### config.mk
export PLATFORM = sky130hd
export DESIGN_NAME = branch_predict_unit
export DESIGN_NICKNAME = d
export VERILOG_FILES = /design/src/rtl/branch_predict_unit.sv
export SDC_FILE = /design/constraint.sdc
export NUM_CORES = 2
export LEC_CHECK = 0
export ABC_AREA = 1
export BUFFER_PORTS_ARGS = -buffer_cell sky130_fd_sc_hd__clkbuf_2
export CAP_MARGIN = 10
export CORE_ASPECT_RATIO = 1.75
export CORE_UTILIZATION = 55
export CTS_BUF_LIST = sky130_fd_sc_hd__clkbuf_4 sky130_fd_sc_hd__clkbuf_8
export DETAILED_ROUTE_END_ITERATION = 10
export PLACE_DENSITY = 0.74
export RECOVER_POWER = 50
export SLEW_MARGIN = 20
export SYNTH_ARGS = -nofsm -noshare
export SYNTH_HDL_FRONTEND = slang
export SYNTH_SLANG_ARGS = --single-unit
### constraint.sdc
create_clock -name clk -period 9.1 [get_ports clk]
set_clock_uncertainty 0.05 [all_clocks]
set_input_delay 1.365 -clock clk [delete_from_list [all_inputs] [get_ports clk]]
set_output_delay 1.365 -clock clk [all_outputs]
set_load 0.03 [all_outputs]
### src/rtl/branch_predict_unit.sv
// Branch predictor: 2-bit counter BHT plus direct-mapped BTB, with execute-stage resolution.
// Latency: prediction and resolution are combinational; table updates are visible the cycle after resolve.
// Backpressure: none; every valid lookup and resolve is accepted each cycle. Optional counters behind BPU_STATS_EN.
module branch_predict_unit #(
  parameter int         XLEN        = 32,
  parameter int         BHT_ENTRIES = 64,
  parameter int         BTB_ENTRIES = 16,
  parameter logic [1:0] CTR_INIT    = 2'b01
) (
  input  logic            clk,
  input  logic            rst_n,
  input  logic            if_valid,
  input  logic [XLEN-1:0] if_pc,
  output logic            pred_taken,
  output logic [XLEN-1:0] pred_target,
  input  logic            ex_valid,
  input  logic [XLEN-1:0] ex_pc,
  input  logic [XLEN-1:0] ex_rs1,
  input  logic [XLEN-1:0] ex_rs2,
  input  logic [XLEN-1:0] ex_imm,
  input  logic [2:0]      ex_funct3,
  input  logic            ex_branch,
  input  logic            ex_jump,
  input  logic            ex_jalr,
  input  logic            ex_pred_taken,
  input  logic [XLEN-1:0] ex_pred_target,
  output logic            ex_taken,
  output logic [XLEN-1:0] ex_target,
  output logic            mispredict,
  output logic [XLEN-1:0] redirect_pc
`ifdef BPU_STATS_EN
  ,
  output logic [31:0]     stat_branches,
  output logic [31:0]     stat_mispredicts
`endif
);

  localparam int BHT_IW = $clog2(BHT_ENTRIES);
  localparam int BTB_IW = $clog2(BTB_ENTRIES);
  localparam int TAG_W  = XLEN - BTB_IW - 2;

  logic [1:0]             bht_ctr [BHT_ENTRIES];
  logic [BTB_ENTRIES-1:0] btb_vld;
  logic [BTB_ENTRIES-1:0] btb_jmp;
  logic [TAG_W-1:0]       btb_tag [BTB_ENTRIES];
  logic [XLEN-1:0]        btb_tgt [BTB_ENTRIES];

  logic [BHT_IW-1:0] if_bht_idx, ex_bht_idx;
  logic [BTB_IW-1:0] if_btb_idx, ex_btb_idx;
  logic [TAG_W-1:0]  if_tag, ex_tag;
  logic              if_hit;
  logic              br_cond;
  logic              is_br;
  logic [XLEN-1:0]   jalr_sum;
  logic [1:0]        ex_ctr;
  logic              ctr_upd;
  logic              btb_upd;

  assign if_bht_idx = if_pc[BHT_IW+1:2];
  assign if_btb_idx = if_pc[BTB_IW+1:2];
  assign if_tag     = if_pc[XLEN-1:BTB_IW+2];
  assign ex_bht_idx = ex_pc[BHT_IW+1:2];
  assign ex_btb_idx = ex_pc[BTB_IW+1:2];
  assign ex_tag     = ex_pc[XLEN-1:BTB_IW+2];
  assign ex_ctr     = bht_ctr[ex_bht_idx];

  // Fetch-side lookup from registered tables only (no bypass of same-cycle updates)
  always_comb begin
    if_hit      = btb_vld[if_btb_idx] & (btb_tag[if_btb_idx] == if_tag);
    pred_taken  = if_valid & if_hit & (btb_jmp[if_btb_idx] | bht_ctr[if_bht_idx][1]);
    pred_target = if_hit ? btb_tgt[if_btb_idx] : if_pc + XLEN'(4);
  end

  // Execute-side resolution; a jump flagged together with a branch is treated as a jump
  always_comb begin
    br_cond = 1'b0;
    case (ex_funct3)
      3'b000:  br_cond = (ex_rs1 == ex_rs2);
      3'b001:  br_cond = (ex_rs1 != ex_rs2);
      3'b100:  br_cond = ($signed(ex_rs1) <  $signed(ex_rs2));
      3'b101:  br_cond = ($signed(ex_rs1) >= $signed(ex_rs2));
      3'b110:  br_cond = (ex_rs1 <  ex_rs2);
      3'b111:  br_cond = (ex_rs1 >= ex_rs2);
      default: br_cond = 1'b0;
    endcase
    is_br       = ex_branch & ~ex_jump;
    jalr_sum    = ex_rs1 + ex_imm;
    ex_taken    = ex_valid & (ex_jump | (is_br & br_cond));
    ex_target   = (ex_jalr & ex_jump) ? {jalr_sum[XLEN-1:1], 1'b0} : ex_pc + ex_imm;
    redirect_pc = ex_taken ? ex_target : ex_pc + XLEN'(4);
    mispredict  = ex_valid & (ex_branch | ex_jump) &
                  ((ex_taken != ex_pred_taken) | (ex_taken & (ex_target != ex_pred_target)));
    ctr_upd     = ex_valid & is_br & (ex_funct3 != 3'b010) & (ex_funct3 != 3'b011);
    btb_upd     = ex_valid & (ex_branch | ex_jump) & ex_taken;
  end

  // Saturating counter training and BTB valid bits; reset may land at any time
  always_ff @(posedge clk or negedge rst_n) begin
    if (!rst_n) begin
      for (int i = 0; i < BHT_ENTRIES; i++) bht_ctr[i] <= CTR_INIT;
      btb_vld <= '0;
    end else begin
      if (ctr_upd) begin
        if (ex_taken) begin
          if (ex_ctr != 2'b11) bht_ctr[ex_bht_idx] <= ex_ctr + 2'd1;
        end else begin
          if (ex_ctr != 2'b00) bht_ctr[ex_bht_idx] <= ex_ctr - 2'd1;
        end
      end
      if (btb_upd) btb_vld[ex_btb_idx] <= 1'b1;
    end
  end

  // BTB payload; guarded by the valid bit so it needs no reset
  always_ff @(posedge clk) begin
    if (btb_upd) begin
      btb_tag[ex_btb_idx] <= ex_tag;
      btb_tgt[ex_btb_idx] <= ex_target;
      btb_jmp[ex_btb_idx] <= ex_jump;
    end
  end

`ifdef BPU_STATS_EN
  // Free-running event counters, wrapping at 2^32
  always_ff @(posedge clk or negedge rst_n) begin
    if (!rst_n) begin
      stat_branches    <= '0;
      stat_mispredicts <= '0;
    end else begin
      if (ex_valid & (ex_branch | ex_jump)) stat_branches <= stat_branches + 32'd1;
      if (mispredict) stat_mispredicts <= stat_mispredicts + 32'd1;
    end
  end
`endif

endmodule

# After elaboration in Yosys (flattened, before gate mapping)
# Memory sizes are Yosys's and may differ from the RTL's.
# Index checks and enable logic that the tools add are counted.
# op_classes
n_addsub	6
multipliers	0
div_mod_pow	0
n_lt_le_gt_ge	10
n_eq_ne	14
n_shift	0
n_mux	26
bitwise_logic	22
n_reduce_logical	6
# op_table
operator	count
$mux 128	3
$bwmux 128	2
$mux 32	3
$add 32x3->32 const B	2
$add 32x32->32	2
$ge 32x32->1	2
$lt 32x32->1	2
$ne 32x32->1	2
$eq 32x32->1	1
$eq 26x26->1	1
$bmux 2 s6	2
$bwmux 16	1
$or 16x16->16	1
$and 1x1->1	14
$ge 7x7->1 const B	2
$not 6->7	2
$demux 2 s6	1
$eq 3x3->1 const B	4
$lt 4x5->1 const B	2
$mux 2	5
$bmux 1 s4	2
$lt 7x1->1 const B	1
$ne 3x2->1 const B	2
$pmux 1 s6	1
15 further kinds	24
# word_totals
regBits	160
latch_bits	0
mem_bits_rw	928
rom_bits	0
in_bits	203
out_inout_bits	99
wordCells	152
memories	2
# memory_table
memory	depth	word_bits	read_ports	rd_ports_with_merged_regs	wr	line	rtl
btb_tgt	16	32	1	0	1	46	logic [XLEN-1:0] btb_tgt [BTB_ENTRIES];
btb_tag	16	26	1	0	1	45	logic [TAG_W-1:0] btb_tag [BTB_ENTRIES];

# Longest topological paths before layout
# depth
ltp_word	8
mapped_depth	23

# Least setup slack after synthesis
# OpenSTA, ideal clock, no wires.
# synth_path
path_kind	input to register
from	input ex_rs2[29]
to	register btb_jmp[10], enable pin
t_arrival_ps	5630
required_time_ps	8574
slack_ps	2943
cell_stages	16
path_cell_list	inv_1 > ha_1 > a21oi_1 > nor2_1 > nor3_1 > nand2_1 > nor2_1 > nand3_1 > nand3_1 > nand2_1 > nand3_1 > nand2_1 > a21oi_2 > buf_2 > nand2_1 > nor2_1
# synth_between
elab_chain_len	6
word_cells_on_any_way	11
# synth_rtl
item	line	rtl
start: declaration	19	input logic [XLEN-1:0] ex_rs2,
$ge 32x32->1, or another cell as far along	83	3'b111: br_cond = (ex_rs1 >= ex_rs2);
$pmux 1 s6 (*)	77	case (ex_funct3)
$and 1x1->1 (*)	88	ex_taken = ex_valid & (ex_jump | (is_br & br_cond));
$or 1x1->1 (*)	88	
$and 1x1->1 (*)	88	
$and 1x1->1 (*)	94	btb_upd = ex_valid & (ex_branch | ex_jump) & ex_taken;
end signal: indexed assignment	119	btb_jmp[ex_btb_idx] <= ex_jump;
end: declaration	44	logic [BTB_ENTRIES-1:0] btb_jmp;
# Mark *: on every way between the ends. The rest lies on a longest branch, timed or not.
# A chain may end at the register's enable or synchronous reset.

# Final worst setup path
# layout_path
from	input ex_rs1[31]
to	output redirect_pc[16]
# layout_between
elab_chain_len	6
word_cells_on_any_way	11
# layout_rtl
item	line	rtl
start: declaration	18	input logic [XLEN-1:0] ex_rs1,
$ge 32x32->1, or another cell as far along	83	
$pmux 1 s6 (*)	77	
$and 1x1->1 (*)	88	
$or 1x1->1 (*)	88	
$and 1x1->1 (*)	88	
$mux 32 (*)	90	redirect_pc = ex_taken ? ex_target : ex_pc + XLEN'(4);
end: declaration	30	output logic [XLEN-1:0] redirect_pc
# Marks and branches as above.

==> results.cfg <==
[drt]
wirelength_um = 180500
viasPerCell = 6.193
drtAntennaViolNets = 0
firstDrtPassIters = 10
drtIter0Drc = 5918
wl_per_cell_um = 25.02
vias = 44679
drc = 0

[cts]
insertion_delay_ns = 0.85
cts_resized = 0
cts.sinks = 1088
cts-root-buf = clkbuf_8
clk_pin_slew_ns = 0.06
cts_tree = done
post-cts-setup-buffer-count = 0
clockBufferDepth = 3
cts_buffers = 152
htree_levels = 4
hold_buffers = 0

[final_layout]
multi_input_area_um2 = 18860
final_cell_area_um2 = 59320
drive_gt1_frac = 0.1207
nets = 6102
final_core_util = 0.6132
fill_cells = 8075
stdcell_count = 7215
syn_to_final_growth_pct = 10.68
final_common_cell = nand2_1
seq_area_um2 = 32030
final_cell_mix = 1205 x nand2_1, 944 x edfxtp_1, 739 x nor2_1

[synthesis]
syn-cell-area_um2 = 53590
async_reset_ff_frac = 0.1324
synth_top_area_frac = 0.5289
synth_nets = 5860
syn_area_per_cell_um2 = 9.648
yosysTopAreaCell = edfxtp_1
synth-edff-count = 944
ys_seq_elements = 1088
ys_seq_area_frac = 0.5977
synth_ff_type = edfxtp_1
synth.area.top_cells = edfxtp_1 53%, nand2_1 8.4%, nor2_1 5.3%
synth_cell_types = 60
synth_cells = 5555
synth-warning-count = 0

[power]
irDropWorstVdd_mv = 0.1525
power_density_nw_per_um2 = 191.2
power_leakage_nw = 23.35

[timing]
relSlewSlack = -2.099
period_needed_ns = 8.019
rsz0062_at_grt = false
hold_viol = 0
clock.fmax_mhz = 124.7
finalSetupViolations = 0
tightest_slew_ns = 4.648
setup_tns_ns = 0
slew_viol_final = 401
hold_ws_ns = 0.4138
fin_crit_sh = 0.8812

[hold_path]
hold_depth = 2
hold_path_class = flip-flop to flip-flop

[floorplanning]
ios = 302
die_w_um = 238.0
die_area_um2 = 98740
initial_utilization = 0.5540
rows = 151
die_h_um = 414.9
core_um2 = 96730

[global_routing]
grt_util_met3 = 0.07154
grt.met1_usage = 0.4275
grt_usage = 0.3657
grt_antenna_before_repair = 10
grt_max_degree = 204
met2_usage = 0.5977
overflow = 0
grt_pass1_vias = 43197
grt_pass1_wl_um = 264700
top_usage_layer = met2

[critical_path]
worst_ep_required_time_ns = 7.69
critPathMostFrequentCell = nand2_1
regToRegSetupSlack_ns = 4.55
crit_path_max_incr_delay_ns = 1.66
critPathSlowestCell = a21oi_1
critPathMaxFanout = 25
startpoint_type = input port
cp.buffers_inverters = 3
critical_path_class = input port to primary output
rr_worst_depth = 12
worstSetupEndpointType = primary output
critPathTopFamily = compound AO/OA/AOI/OAI gates
crit_arrival_ns = 6.60
path_cells = clkbuf_1 -> ha_1 -> nand2_1 -> nor2_1 -> nor3_1 -> nand2_1 -> nor2_1 -> nand3_1 -> nand3_1 -> nand2_1 -> nand3_1 -> nand2_1 -> a21oi_1 -> clkbuf_1 -> a21oi_1 -> a31oi_1 -> clkbuf_2

[flow_run]
drv_cap = 12

[run_status]
status = complete, but fails checks
violations = capacitance limit, slew limit

[placed_design]
placed_cells = 6943
place_area_um2 = 56260
io_buffers = 301
dp_hpwl_um = 115100
routabilityCongestion = 0.9741
==> registers in the layout (all words and copies together), names as in the netlist, named ones only <==
| name | count |
|---|---|
| btb_tag | 416 |
| bht_ctr | 64 |
| btb_vld | 16 |
| btb_tgt | 512 |
| btb_jmp | 16 |
==> worst register-to-register path, delay by kind of cell, from the launching register on <==
family / cells / cell delay [ns]
buffers and inverters: 2 / 0.53
adder cells (fa/ha/maj): 1 / 0.33
flip-flops: 1 / 0.53
AND/OR/NAND/NOR: 7 / 1.85
AO/OA/AOI/OAI: 2 / 1.22
==> cell type report <==
cell class | count | area share
flip-flops and latches | 1088 | 0.5400
inverters | 408 | 0.02605
diodes | 8 | 0.0003375
well taps | 1300 | 0.02742
multi-input cells | 3771 | 0.3179
repair buffers | 376 | 0.03533
clock inverters | 60 | 0.009872
clock buffers | 204 | 0.04312
==> cell families after synthesis <==
group,Yosys count,synth area share
buffers and inverters,696,0.05337
AND/OR/NAND/NOR,2575,0.2026
flip-flops,1088,0.5977
multiplexers,1,0.0001868
AO/OA/AOI/OAI,1023,0.1107
adder cells (fa/ha/maj),102,0.02409
XOR/XNOR,70,0.01144
==> cell usage after synthesis (all sizes together), types with 4 or more instances <==
master and count:
clkinv 4, nor2 767, xnor2 19, buf 144, a221oi 14, nand2 1209, o21ai 573, a32o 4
dfstp 64, ha 100, or2 14, xor2 51, o41ai 7, a21oi 93, inv 404, o22ai 174
o211ai 55, and3 4, a31oi 8, nand4 169, nor4 8, nand3b 27, clkbuf 144, a22oi 8
edfxtp 944, nor3 35, dfrtp 80, o221ai 67, nand3 335
==> metal layers <==
layer | routed length [um] | vias up
met5 | 11 | -
met4 | 15150 | 2
met3 | 18390 | 706
met2 | 85200 | 2801
met1 | 61770 | 21209
li1 | - | 19961
==> where the power goes <==
| part | internal [W] | switching, W | total [W] |
|---|---|---|---|
| sequential | 0.00563 | 0.0000335 | 0.00566 |
| combinational | 0.000399 | 0.00129 | 0.00169 |
| clock | 0.00208 | 0.00191 | 0.00398 |
| total | 0.00811 | 0.00323 | 0.0113 |
==> through the flow <==
stage / setup slack (ns) / total power [W]
CTS: 1.822 / 0.01132
global route: 0.7544 / 0.01167
finish: 1.081 / 0.01134
global placement: 1.820 / 0.007396
detailed placement: 1.825 / 0.007425
floorplan: 2.943 / 0.006747
==> worst max path at each step <==
stage | start | to | cells past startpoint
6_report | ex_rs1[31] | redirect_pc[16] | 17
3_5_place_dp | if_pc[2] | pred_target[31] | 15
5_1_grt | ex_rs1[31] | redirect_pc[16] | 17
4_1_cts | if_pc[2] | pred_target[31] | 15
3_3_place_gp | if_pc[2] | pred_target[31] | 17
2_1_floorplan | ex_rs2[29] | btb_jmp[10]$_DFFE_PP_ | 16
Power figures use the tool's default switching activity.
